**config.mk**
```make
export PLATFORM = sky130hd
export DESIGN_NAME = mem_port_arbiter_flat
export DESIGN_NICKNAME = d
export VERILOG_FILES = /design/src/rtl/mem_port_arbiter_if.sv /design/src/rtl/mem_port_arbiter.sv /design/src/flat_wrapper.sv
export SDC_FILE = /design/constraint.sdc
export NUM_CORES = 1
export LEC_CHECK = 0
export CORE_MARGIN = 8
export CORE_UTILIZATION = 40
export CTS_BUF_LIST = sky130_fd_sc_hd__clkbuf_8
export CTS_CLUSTER_DIAMETER = 120
export CTS_CLUSTER_SIZE = 8
export DETAILED_ROUTE_END_ITERATION = 10
export GPL_ROUTABILITY_DRIVEN = 0
export PLACE_DENSITY = 0.85
export SLEW_MARGIN = 15
export SYNTH_ARGS = -nofsm -noshare
export SYNTH_HDL_FRONTEND = slang
export SYNTH_SLANG_ARGS = --single-unit
```
**constraint.sdc**
```tcl
create_clock -name clk -period 11.9 [get_ports clk]
set_clock_uncertainty 0.2 [all_clocks]
set_input_delay 2.38 -clock clk [delete_from_list [all_inputs] [get_ports clk]]
set_output_delay 2.38 -clock clk [all_outputs]
set_load 0.01 [all_outputs]
```
**src/rtl/mem_port_arbiter_if.sv**
```systemverilog
// Bundle of the IF/MEM requester ports, the external memory port and the
// stall requests shared between the arbiter and its environment.
interface mem_port_arbiter_if #(
  parameter int unsigned AW = 32,
  parameter int unsigned DW = 32
);
  localparam int unsigned BW = DW / 8;

  logic          i_req;
  logic [AW-1:0] i_addr;
  logic [DW-1:0] i_rdata;
  logic          i_done;

  logic          d_req;
  logic          d_we;
  logic [AW-1:0] d_addr;
  logic [DW-1:0] d_wdata;
  logic [BW-1:0] d_be;
  logic [DW-1:0] d_rdata;
  logic          d_done;

  logic          m_req;
  logic          m_we;
  logic [AW-1:0] m_addr;
  logic [DW-1:0] m_wdata;
  logic [BW-1:0] m_be;
  logic [DW-1:0] m_rdata;
  logic          m_ready;

  logic          stall_if;
  logic          stall_mem;

  // Environment side: pipeline requesters plus the memory responder.
  modport master (
    output i_req, i_addr, d_req, d_we, d_addr, d_wdata, d_be, m_rdata, m_ready,
    input  i_rdata, i_done, d_rdata, d_done,
    input  m_req, m_we, m_addr, m_wdata, m_be, stall_if, stall_mem
  );

  // Arbiter side.
  modport slave (
    input  i_req, i_addr, d_req, d_we, d_addr, d_wdata, d_be, m_rdata, m_ready,
    output i_rdata, i_done, d_rdata, d_done,
    output m_req, m_we, m_addr, m_wdata, m_be, stall_if, stall_mem
  );
endinterface

```
**src/rtl/mem_port_arbiter.sv**
```systemverilog
// Shares one external memory port between instruction fetch and the MEM
// stage: one transfer at a time, round-robin on ties, per-stage stalls.
module mem_port_arbiter #(
  parameter int unsigned AW = 32,
  parameter int unsigned DW = 32
) (
  input  logic              clk,
  input  logic              reset,
  mem_port_arbiter_if.slave bus
);
  localparam int unsigned BW = DW / 8;

  localparam logic [1:0] IDLE  = 2'd0;
  localparam logic [1:0] IBUSY = 2'd1;
  localparam logic [1:0] DBUSY = 2'd2;

  logic [1:0]    state;
  logic [1:0]    state_d;
  logic          last_d;
  logic          grant_i;
  logic          grant_d;
  logic          finish;
  logic          i_elig;
  logic          d_elig;

  logic          m_req_q;
  logic          m_we_q;
  logic [AW-1:0] m_addr_q;
  logic [DW-1:0] m_wdata_q;
  logic [BW-1:0] m_be_q;
  logic          i_done_q;
  logic          d_done_q;
  logic [DW-1:0] i_rdata_q;
  logic [DW-1:0] d_rdata_q;

  // A requester is masked during its own done cycle so a held req is not regranted.
  assign i_elig = bus.i_req & ~i_done_q;
  assign d_elig = bus.d_req & ~d_done_q;

  // State register.
  always_ff @(posedge clk or posedge reset) begin
    if (reset) state <= IDLE;
    else       state <= state_d;
  end

  // Next-state: grant in IDLE (tie goes to whoever lost last), finish on m_ready.
  always_comb begin
    state_d = state;
    grant_i = 1'b0;
    grant_d = 1'b0;
    finish  = 1'b0;
    case (state)
      IDLE: begin
        if (d_elig && (!i_elig || !last_d)) begin
          grant_d = 1'b1;
          state_d = DBUSY;
        end else if (i_elig) begin
          grant_i = 1'b1;
          state_d = IBUSY;
        end
      end
      IBUSY, DBUSY: begin
        if (bus.m_ready) begin
          finish  = 1'b1;
          state_d = IDLE;
        end
      end
      default: state_d = IDLE;
    endcase
  end

  // Latch the granted request, capture read data and pulse done on completion.
  always_ff @(posedge clk or posedge reset) begin
    if (reset) begin
      last_d    <= 1'b0;
      m_req_q   <= 1'b0;
      m_we_q    <= 1'b0;
      m_addr_q  <= '0;
      m_wdata_q <= '0;
      m_be_q    <= '0;
      i_done_q  <= 1'b0;
      d_done_q  <= 1'b0;
      i_rdata_q <= '0;
      d_rdata_q <= '0;
    end else begin
      i_done_q <= 1'b0;
      d_done_q <= 1'b0;
      if (grant_i) begin
        m_req_q   <= 1'b1;
        m_we_q    <= 1'b0;
        m_addr_q  <= bus.i_addr;
        m_wdata_q <= '0;
        m_be_q    <= {BW{1'b1}};
        last_d    <= 1'b0;
      end else if (grant_d) begin
        m_req_q   <= 1'b1;
        m_we_q    <= bus.d_we;
        m_addr_q  <= bus.d_addr;
        m_wdata_q <= bus.d_wdata;
        m_be_q    <= bus.d_we ? bus.d_be : {BW{1'b1}};
        last_d    <= 1'b1;
      end
      if (finish) begin
        m_req_q <= 1'b0;
        if (state == IBUSY) begin
          i_rdata_q <= bus.m_rdata;
          i_done_q  <= 1'b1;
        end else begin
          d_rdata_q <= bus.m_rdata;
          d_done_q  <= 1'b1;
        end
      end
    end
  end

  assign bus.m_req     = m_req_q;
  assign bus.m_we      = m_we_q;
  assign bus.m_addr    = m_addr_q;
  assign bus.m_wdata   = m_wdata_q;
  assign bus.m_be      = m_be_q;
  assign bus.i_done    = i_done_q;
  assign bus.d_done    = d_done_q;
  assign bus.i_rdata   = i_rdata_q;
  assign bus.d_rdata   = d_rdata_q;
  assign bus.stall_if  = bus.i_req & ~i_done_q;
  assign bus.stall_mem = bus.d_req & ~d_done_q;
endmodule

```
**src/flat_wrapper.sv**
```systemverilog
// flat-port wrapper written by rule: the top's interface ports become plain ports
module mem_port_arbiter_flat 
#(
  parameter int unsigned AW = 32,
  parameter int unsigned DW = 32
)
  (clk, reset, bus_i_req, bus_i_addr, bus_d_req, bus_d_we, bus_d_addr, bus_d_wdata, bus_d_be, bus_m_rdata, bus_m_ready, bus_i_rdata, bus_i_done, bus_d_rdata, bus_d_done, bus_m_req, bus_m_we, bus_m_addr, bus_m_wdata, bus_m_be, bus_stall_if, bus_stall_mem);
  mem_port_arbiter_if #(.AW(AW), .DW(DW)) bus_i ();
  input  logic clk;
  input  logic reset;
  input wire logic [$bits(bus_i.i_req)-1:0] bus_i_req;
  input wire logic [$bits(bus_i.i_addr)-1:0] bus_i_addr;
  input wire logic [$bits(bus_i.d_req)-1:0] bus_d_req;
  input wire logic [$bits(bus_i.d_we)-1:0] bus_d_we;
  input wire logic [$bits(bus_i.d_addr)-1:0] bus_d_addr;
  input wire logic [$bits(bus_i.d_wdata)-1:0] bus_d_wdata;
  input wire logic [$bits(bus_i.d_be)-1:0] bus_d_be;
  input wire logic [$bits(bus_i.m_rdata)-1:0] bus_m_rdata;
  input wire logic [$bits(bus_i.m_ready)-1:0] bus_m_ready;
  output wire logic [$bits(bus_i.i_rdata)-1:0] bus_i_rdata;
  output wire logic [$bits(bus_i.i_done)-1:0] bus_i_done;
  output wire logic [$bits(bus_i.d_rdata)-1:0] bus_d_rdata;
  output wire logic [$bits(bus_i.d_done)-1:0] bus_d_done;
  output wire logic [$bits(bus_i.m_req)-1:0] bus_m_req;
  output wire logic [$bits(bus_i.m_we)-1:0] bus_m_we;
  output wire logic [$bits(bus_i.m_addr)-1:0] bus_m_addr;
  output wire logic [$bits(bus_i.m_wdata)-1:0] bus_m_wdata;
  output wire logic [$bits(bus_i.m_be)-1:0] bus_m_be;
  output wire logic [$bits(bus_i.stall_if)-1:0] bus_stall_if;
  output wire logic [$bits(bus_i.stall_mem)-1:0] bus_stall_mem;
  assign bus_i.i_req = bus_i_req;
  assign bus_i.i_addr = bus_i_addr;
  assign bus_i.d_req = bus_d_req;
  assign bus_i.d_we = bus_d_we;
  assign bus_i.d_addr = bus_d_addr;
  assign bus_i.d_wdata = bus_d_wdata;
  assign bus_i.d_be = bus_d_be;
  assign bus_i.m_rdata = bus_m_rdata;
  assign bus_i.m_ready = bus_m_ready;
  assign bus_i_rdata = bus_i.i_rdata;
  assign bus_i_done = bus_i.i_done;
  assign bus_d_rdata = bus_i.d_rdata;
  assign bus_d_done = bus_i.d_done;
  assign bus_m_req = bus_i.m_req;
  assign bus_m_we = bus_i.m_we;
  assign bus_m_addr = bus_i.m_addr;
  assign bus_m_wdata = bus_i.m_wdata;
  assign bus_m_be = bus_i.m_be;
  assign bus_stall_if = bus_i.stall_if;
  assign bus_stall_mem = bus_i.stall_mem;
  mem_port_arbiter #(.AW(AW), .DW(DW)) u_core (.clk(clk), .reset(reset), .bus(bus_i));
endmodule
```
==> results of run 1 <==
## worst max-delay path, stage by stage
cell and delay (ns):
clkdlybuf4s50_1 0.51, nand2b_1 0.11, inv_2 0.09, clkdlybuf4s50_1 0.54
## placed cells by master (no fill, tap or decap), drive strengths merged, types with 2 or more instances in the layout
master | synthesis | final
nand2b | 2 | 2
o21ai | 10 | 10
buf | 20 | 5
inv | 8 | 13
nand3 | 2 | 2
a221o | 24 | 24
a22o | 32 | 32
o22a | 4 | 4
clkbuf | 7 | 20
mux2 | 64 | 64
ha | 2 | 2
dfrtp | 139 | 139
a32oi | 8 | 8
a2bb2oi | 9 | 9
a21oi | 2 | 2
and3b | 3 | 3
clkdlybuf4s50 | 0 | 275
clkinvlp | 0 | 4
nand3b | 3 | 3
and3 | 24 | 24
## final timing paths
check | from | endpoint | slack, ns | cells after the start
worst max-delay path | bus_i_req | bus_stall_if | 5.68 | 4
worst min-delay path | u_core.bus.m_wdata[23] | u_core.bus.m_wdata[23] | 0.30 | 1
worst max register to register | u_core.state[0] | u_core.bus.m_wdata[3] | 9.24 | 6
worst min register to register | u_core.bus.m_wdata[23] | u_core.bus.m_wdata[23] | 0.30 | 1
max in group asynchronous | reset | u_core.bus.m_addr[14] | 7.96 | 3
min in group asynchronous | reset | u_core.bus.i_rdata[14] | 2.25 | 2
## routing by layer
| layer | share of wire (%) | vias to the layer above | wire, um | track usage (%) |
|---|---|---|---|---|
| met5 | 0 | - | 0 | 0 |
| li1 | - | 1953 | - | - |
| met3 | 9.7 | 31 | 1730 | 8.59 |
| met4 | 2.6 | 0 | 470 | 8.90 |
| met1 | 39 | 2148 | 6900 | 22.0 |
| met2 | 49 | 220 | 8710 | 33.4 |
## per-stage QoR
stage / cell area [um2] / setup slack, ns
global placement: 8320 / 5.70
floorplan: 5440 / 5.60
detailed placement: 8350 / 5.67
global route: 8720 / 5.62
finish: 8720 / 5.68
CTS: 8720 / 5.67
## power breakdown
part	leakage [nW]	internal (mW)	switching, mW
Sequential	1.70	0.709	0.131
Clock	0.188	0.180	0.175
Combinational	1.88	0.675	0.484
## cells by family (layout without fill, tap and decap cells)
kind of cell	count (synthesis)	in the layout	share of synthesized area (%)
adder cells (fa/ha/maj)	2	2	0.460
AND/OR/NAND/NOR	38	38	4.58
multiplexers	64	64	13.3
flip-flops	139	139	64.0
buffers and inverters	35	319	3.15
AO/OA/AOI/OAI	93	93	14.6
## area by class of cell
cell class / count / area, um2
clock buffer: 20 / 275
timing repair buffer: 280 / 2810
tap: 176 / 220
fill: 999 / 4520
multi-input combinational: 197 / 1810
inverter: 8 / 35.0
sequential: 139 / 3480
clock inverter: 11 / 97.6
## registers in the layout (all words and copies together), names as in the netlist
signal,cells
u_core.bus.m_we,1
u_core.last_d,1
u_core.bus.m_be,4
u_core.bus.i_rdata,32
u_core.bus.i_done,1
u_core.bus.d_rdata,32
u_core.bus.m_req,1
u_core.bus.d_done,1
u_core.bus.m_wdata,32
u_core.state,2
u_core.bus.m_addr,32
==> qor.yml, run 1 <==
power:
  power_mw: 2.35
  power_per_cell_area_nw_per_um2: 270
  ir_drop_v: 0.000142
  power_leakage_nw: 3.77
sta:
  finalSetupViolations: 0
  finalSetupTns_ns: 0
  whs_ns: 0.303
  rsz0062_at_grt: "no"
  hold_violations: 0
  fin_crit_ns: 6.22
  max_slew_margin_pct: 32.2
  fin_crit_sh_pct: 52.2
  fmax_ghz: 0.161
  tightest_slew_ns: 1.02
  slew_violations: 0
yosys:
  avgSynthCellArea_um2: 14.7
  ys_seq_area_share_pct: 64.0
  synth-async-reset-ratio_pct: 100
  synth_area_um2: 5440
  synth_nets: 511
  synth.area.top_cells: "dfrtp_1, mux2_2, a22o_1"
  syn-instance-count: 371
  synth_warnings: 0
  synth_most_common_cell: "dfrtp_1"
  yosysUniqueCellTypes: 32
  synth_commonest_cells: "dfrtp_1, mux2_2, a22o_1, a221o_1, and3_1"
  synth_edf_count: 0
  ys_ff_latch: 139
  synth.largest_area_cell: "dfrtp_1"
  synth_top_area_share_pct: 64.0
  synth-main-ff-cell: "dfrtp_1"
finish:
  drive_gt1_share_pct: 15.9
  layout.nets: 783
  area_delta_synth_final_pct: 60.4
  antenna_cells: 0
  final_util_pct: 65.9
  fin_cells: 831
critical_path:
  critPathCaptureType: "primary output"
  critPathLaunchType: "input pin"
  crit_required_ns: 9.32
  cp_data_arrival_time_ns: 3.64
  path_max_fanout: 4
  worstSetupPathType: "in -> out"
floorplan:
  ios: 276
  die_x_um: 133
  row_count: 42
  start_util_pct: 41.1
  dieArea_um2: 17600
  die_h_um: 133
  core_um2: 13200
global_route:
  grt_pass1_wl_um: 27600
  overflow: 0
  antenna_found_initial: 0
  grt.total_usage_pct: 20.1
  grt_pass1_vias: 4750
  grt_max_degree: 73
clock_tree:
  cts_setup_buffers: 0
  cts-buffers-inserted: 17
  h-tree-depth: 4
  cts_resized: 0
  root_buffer: "clkbuf_8"
  cts_tree: "yes"
  clk_pin_slew_worst_paths_ns: 0.08
  clock_path_buffers: 2
  clock-sinks: 139
  holdBufCountCts: 0
  clkLatencyLatePin_ns: 0.43
routing:
  dr_total_vias: 4352
  routedWlPerCell_um: 21.4
  via_per_inst: 5.24
  ant_nets: 0
  firstDrtPassIters: 4
  drt-initial-drc-count: 254
  route.detailed.drc: 0
  wirelength_um: 17800
status:
  outcome: "finished clean"
place:
  placement.io_buffers: 275
  dp_hpwl_um: 13500
  placed_cells: 800
flow_run:
  cap_viol_max_count: 0
min_path:
  hp-class: "reg -> reg"
(Power assumes the default switching activity.)
==> run 2: changes to the inputs <==
==> constraint.sdc (replaced) <==
create_clock -name clk -period 6.2 [get_ports clk]
set_clock_uncertainty 0.2 [all_clocks]
set_input_delay 1.24 -clock clk [delete_from_list [all_inputs] [get_ports clk]]
set_output_delay 1.24 -clock clk [all_outputs]
set_load 0.01 [all_outputs]
==> run 2 against run 1 <==
Die area unchanged. Via count up 1.4%. Total power up 95%. Cell count up 0.12%. Clock power up 110%. Flip-flop and latch count unchanged. Clock-buffer cell count up 1. Cell area up 0.39%. Worst setup slack worse by 3.5 ns. First-iteration DRC count up 1.6%. Critical path depth unchanged. Combinational power up 92%. Critical path type unchanged. Largest cell class unchanged. Highest routed layer unchanged.
==> qor.yml, run 2 (same netlist as run 1, synthesis figures left out) <==
status:
  outcome: "finished clean"  # unchanged
finish:
  layout_common_cells: "clkdlybuf4s50_1, dfrtp_1, mux2_2"  # unchanged
  antenna_cells: 0  # unchanged
  fillerInstances: 1005  # was 999
  seq_area_um2: 3480  # unchanged
  layout_commonest_cell: "clkdlybuf4s50_1"  # unchanged
  drive_gt1_share_pct: 16.2  # was 15.9%
  layout.nets: 783  # unchanged
  area_delta_synth_final_pct: 61.0  # was 60.4%
  multi_input_area_um2: 1810  # unchanged
  final_area_um2: 8760  # was 8720 um2
routing:
  drt-met1-wl_um: 6940  # was 6900 um
  dr_total_vias: 4415  # was 4352
  drt-initial-drc-count: 258  # was 254
  wirelength_um: 18200  # was 17800 um
  routedWlPerCell_um: 21.8  # was 21.4 um
  met2_length_um: 8920  # was 8710 um
  route.detailed.drc: 0  # unchanged
  top_layer: "met4"  # unchanged
  ant_nets: 0  # unchanged
  firstDrtPassIters: 4  # unchanged
  wl_met3_um: 1880  # was 1730 um
  via_per_inst: 5.31  # was 5.24
min_path:
  hold_start: "u_core.bus.m_wdata[18]"  # was u_core.bus.m_wdata[23]
  hp-class: "reg -> reg"  # unchanged
power:
  ir_drop_v: 0.000382  # was 0.000142 V
  power_per_cell_area_nw_per_um2: 524  # was 270 nW/um2
  power_leakage_nw: 3.79  # was 3.77 nW
floorplan:
  die_h_um: 133  # unchanged
  ios: 276  # unchanged
  die_x_um: 133  # unchanged
  start_util_pct: 41.1  # unchanged
  dieArea_um2: 17600  # unchanged
  row_count: 42  # unchanged
  core_um2: 13200  # unchanged
clock_tree:
  clock-sinks: 139  # unchanged
  h-tree-depth: 4  # unchanged
  clkLatencyLatePin_ns: 0.43  # about the same
  root_buffer: "clkbuf_8"  # unchanged
  cts_setup_buffers: 0  # unchanged
  clock_path_buffers: 2  # unchanged
  clk_pin_slew_worst_paths_ns: 0.08  # about the same
  holdBufCountCts: 0  # unchanged
  cts_tree: "yes"  # unchanged
  cts-buffers-inserted: 17  # unchanged
  cts_resized: 0  # unchanged
sta:
  fin_crit_sh_pct: 64.1
  max_slew_margin_pct: 28.7  # was 32.2%
  finalSetupTns_ns: 0  # unchanged
  finalSetupViolations: 0  # unchanged
  tightest_slew_ns: 1.07  # was 1.02 ns
  slew_violations: 0  # unchanged
  hold_violations: 0  # unchanged
  fin_crit_ns: 3.98
  fmax_ghz: 0.251
  rsz0062_at_grt: "no"  # unchanged
place:
  placement.io_buffers: 275  # unchanged
  dp_hpwl_um: 13600  # was 13500 um
  dpl_cell_area_um2: 8350  # unchanged
critical_path:
  rrSetupSlack_ns: 3.56  # was 9.24 ns
  critPathMaxStageDelay_ns: 0.54  # about the same
  critPathLaunchType: "input pin"  # unchanged
  cp_common_cell: "clkdlybuf4s50_1"  # unchanged
  crit_required_ns: 4.76  # was 9.32 ns
  r2r_start: "u_core.state[0]"  # unchanged
  crit_start: "bus_d_req"  # was bus_i_req
  worstSetupPathType: "in -> out"  # unchanged
  path_max_fanout: 4  # unchanged
  critPathCaptureType: "primary output"  # unchanged
  crit_chain: "clkdlybuf4s50_1 > nand2b_1 > inv_2 > clkdlybuf4s50_1"  # unchanged
  cp_data_arrival_time_ns: 2.54  # was 3.64 ns
  critPathSlowestCell: "clkdlybuf4s50_1"  # unchanged
global_route:
  antenna_found_initial: 0  # unchanged
  grt.total_usage_pct: 21.0  # was 20.1%
  grt_max_degree: 94  # was 73
  grt_pass1_vias: 4943  # was 4750
  overflow: 0  # unchanged
  grt_pass1_wl_um: 28700  # was 27600 um
flow_run:
  cap_viol_max_count: 0  # unchanged
[run 2: changes by cell type in the layout (fill, tap and decap cells not counted), sizes merged]
cell | before | now
clkinvlp | 4 | 3
bufinv | 1 | 2
clkbuf | 20 | 21
inv | 13 | 12
clkinv | 1 | 2
[run 2: cell type report]
| type | count | area share (%) |
|---|---|---|
| well taps | 176 | 2.51 |
| flip-flops and latches | 139 | 39.7 |
| clock buffers | 21 | 3.30 |
| multi-input cells | 197 | 20.6 |
| inverters | 8 | 0.400 |
| repair buffers | 280 | 32.1 |
| clock inverters | 11 | 1.34 |
[run 2: worst paths after layout]
path,to,cells past startpoint
worst max-delay path,bus_stall_mem,4
worst min register to register,u_core.bus.m_wdata[18],1
worst min-delay path,u_core.bus.m_wdata[18],1
min in group asynchronous,u_core.bus.d_rdata[1],2
worst max register to register,u_core.bus.m_wdata[22],6
max in group asynchronous,u_core.bus.m_addr[8],3
[run 2: critical path, delay by kind of cell]
kind | cells | cell delay, ns
and+or+nand+nor | 1 | 0.12
buffers and inverters | 3 | 1.17
[run 2: power by group]
part,internal [mW],total [mW],switching [mW]
clock,0.399,0.746,0.347
sequential,1.36,1.62,0.255
combinational,1.29,2.23,0.934
[run 2: stage by stage]
step	power [mW]	worst slack (ns)	utilization [%]	hold WS, ns	cells
after floorplan	2.60	1.04	-	0.288	371
after global placement	3.76	2.28	62.9	0.282	799
after detailed placement	3.87	2.23	63.1	0.282	800
after CTS	4.64	2.23	66.1	0.306	832
after global routing	4.85	2.18	66.1	0.315	832
final	4.59	2.22	66.1	0.302	832
[run 2: per-layer routing]
layer	GRT usage [%]	vias to the layer above
met5	0	-
met4	7.82	0
met3	10.5	29
met2	34.8	229
met1	22.5	2205
li1	-	1952
==> run 3: changes to the inputs <==
==> constraint.sdc (replaced) <==
create_clock -name clk -period 3.7 [get_ports clk]
set_clock_uncertainty 0.2 [all_clocks]
set_input_delay 0.74 -clock clk [delete_from_list [all_inputs] [get_ports clk]]
set_output_delay 0.74 -clock clk [all_outputs]
set_load 0.01 [all_outputs]
==> run 3 against run 2 <==
First-iteration DRC count is 9.7% lower. Worst setup slack got worse by 1.5 ns. Die area unchanged. Clock power increased by 72%. Sequential share of layout area is 0.096 points lower. Via count grew 0.82%. Wire length down 0.11%. Non-clock buffer count increased by 1. Worst hold slack gained 0.0070 ns. Flip-flop and latch count stayed put.
==> qor.yml, run 3 (same netlist as run 1, synthesis figures left out) <==
routing:
  wirelength_um: 18100  # was 18200 um
  firstDrtPassIters: 4  # unchanged
  drt-initial-drc-count: 233  # was 258
  routedWlPerCell_um: 21.8  # about the same
  via_per_inst: 5.34  # was 5.31
  dr_total_vias: 4451  # was 4415
  route.detailed.drc: 0  # unchanged
  ant_nets: 0  # unchanged
clock_tree:
  h-tree-depth: 4  # unchanged
  cts_tree: "yes"  # unchanged
  cts_setup_buffers: 0  # unchanged
  clkLatencyLatePin_ns: 0.44  # was 0.43 ns
  cts-buffers-inserted: 17  # unchanged
  root_buffer: "clkbuf_8"  # unchanged
  clk_pin_slew_worst_paths_ns: 0.08  # about the same
  cts_resized: 0  # unchanged
  clock_path_buffers: 2  # unchanged
  holdBufCountCts: 0  # unchanged
  clock-sinks: 139  # unchanged
floorplan:
  ios: 276  # unchanged
  start_util_pct: 41.1  # unchanged
  die_h_um: 133  # unchanged
  dieArea_um2: 17600  # unchanged
  die_x_um: 133  # unchanged
  core_um2: 13200  # unchanged
  row_count: 42  # unchanged
critical_path:
  r2r_start: "u_core.state[0]"  # unchanged
  critPathMaxStageDelay_ns: 0.56  # was 0.54 ns
  path_max_fanout: 4  # unchanged
  cp_common_cell: "clkdlybuf4s50_1"  # unchanged
  cp_data_arrival_time_ns: 2.05  # was 2.54 ns
  critPathLaunchType: "input pin"  # unchanged
  worstSetupPathType: "in -> out"  # unchanged
  critPathSlowestCell: "clkdlybuf4s50_1"  # unchanged
  rrSetupSlack_ns: 1.33  # was 3.56 ns
  crit_chain: "clkdlybuf4s50_1 > nand2b_1 > inv_2 > clkdlybuf4s50_1"  # unchanged
  crit_required_ns: 2.76  # was 4.76 ns
  r2r_cells: 6  # unchanged
  path_delay_family: "buffers and inverters"  # unchanged
  rr_endpoint: "u_core.bus.m_addr[20]"  # was u_core.bus.m_wdata[22]
  critPathCaptureType: "primary output"  # unchanged
  worst-path-buf-inv: 3  # unchanged
global_route:
  overflow: 0  # unchanged
  grt.total_usage_pct: 20.5  # was 21.0%
  grt_max_degree: 122  # was 94
  antenna_found_initial: 0  # unchanged
  grt_pass1_wl_um: 28200  # was 28700 um
  grt_pass1_vias: 4881  # was 4943
min_path:
  hp-class: "reg -> reg"  # unchanged
  min_to: "u_core.bus.m_wdata[17]"  # was u_core.bus.m_wdata[18]
  holdPathStages: 1  # unchanged
  hold_start: "u_core.bus.m_wdata[17]"  # was u_core.bus.m_wdata[18]
sta:
  finalSetupTns_ns: 0  # unchanged
  rsz0062_at_grt: "no"  # unchanged
  max_slew_margin_pct: 50.1  # was 28.7%
  slew_violations: 0  # unchanged
  finalSetupViolations: 0  # unchanged
  fmax_ghz: 0.335
  fin_crit_sh_pct: 80.8
  fin_ws_ns: 0.711  # was 2.22 ns
  hold_violations: 0  # unchanged
  fin_crit_ns: 2.99
  tightest_slew_ns: 0.742  # was 1.07 ns
status:
  outcome: "finished clean"  # unchanged
finish:
  layout_commonest_cell: "clkdlybuf4s50_1"  # unchanged
  fillerInstances: 967  # was 1005
  antenna_cells: 0  # unchanged
  multi_input_area_um2: 1810  # unchanged
  layout.nets: 784  # was 783
  drive_gt1_share_pct: 16.4  # was 16.2%
  layout_common_cells: "clkdlybuf4s50_1, dfrtp_1, mux2_2"  # unchanged
  seq_area_um2: 3480  # unchanged
  area_delta_synth_final_pct: 61.4  # was 61.0%
flow_run:
  cap_viol_max_count: 0  # unchanged
place:
  pre_cts_ws_ns: 0.730  # was 2.23 ns
  placement.io_buffers: 275  # unchanged
  dp_hpwl_um: 13600  # about the same
power:
  ir_drop_v: 0.000500  # was 0.000382 V
  power_per_cell_area_nw_per_um2: 878  # was 524 nW/um2
  power_leakage_nw: 3.80  # was 3.79 nW
==> run 3: changes by cell type in the layout (fill, tap and decap cells not counted), sizes merged <==
cell      previous run  this run
clkinv               2         5
bufinv               2         3
clkinvlp             3         2
buf                  5         6
clkbuf              21        18
==> run 3: worst max path at each step <==
stage                     startpoint                 to  depth (start not counted)
after floorplan                reset  u_core.bus.d_done                          1
after global placement     bus_i_req       bus_stall_if                          4
after detailed placement   bus_d_req      bus_stall_mem                          4
after CTS                  bus_d_req      bus_stall_mem                          4
after global routing       bus_i_req       bus_stall_if                          4
final                      bus_d_req      bus_stall_mem                          4
==> run 3: metrics by stage <==
step | utilization (%) | hold WS, ns | cells | cell area, um2 | power (mW)
final | 66.3 | 0.309 | 833 | 8780 | 7.71
after global routing | 66.3 | 0.325 | 833 | 8780 | 8.15
after CTS | 66.3 | 0.310 | 833 | 8780 | 7.81
after detailed placement | 63.2 | 0.285 | 801 | 8360 | 6.49
after global placement | 63.2 | 0.281 | 801 | 8360 | 6.34
after floorplan | - | 0.288 | 371 | 5440 | 4.36
==> run 3: worst reg2reg max path, delay by kind of cell, from the launching register on <==
family / cells / cell delay, ns
simple gates: 2 / 0.83
fa+ha+maj: 1 / 0.32
buf+inv: 2 / 0.36
flops: 1 / 0.39
compound gates: 1 / 0.21
==> run 3: final cells by class <==
class,count,share of cell area (%)
Inverter,8,0.385
Clock inverter,14,1.92
Tap cell,176,2.51
Multi-Input combinational cell,197,20.6
Timing Repair Buffer,281,32.2
Sequential cell,139,39.6
Clock buffer,18,2.82
==> run 3: where the power goes <==
part           leakage, nW  internal, mW  switching, mW
sequential            1.70          2.28          0.427
combinational         1.89          2.17           1.56
clock                0.215         0.689          0.589
==> run 3: layer usage <==
layer,GRT usage (%),vias up,part of all wire [%]
li1,-,1961,-
met5,0,-,0
met4,7.76,0,1.8
met1,22.1,2226,37
met3,9.35,22,9.8
met2,34.7,242,51
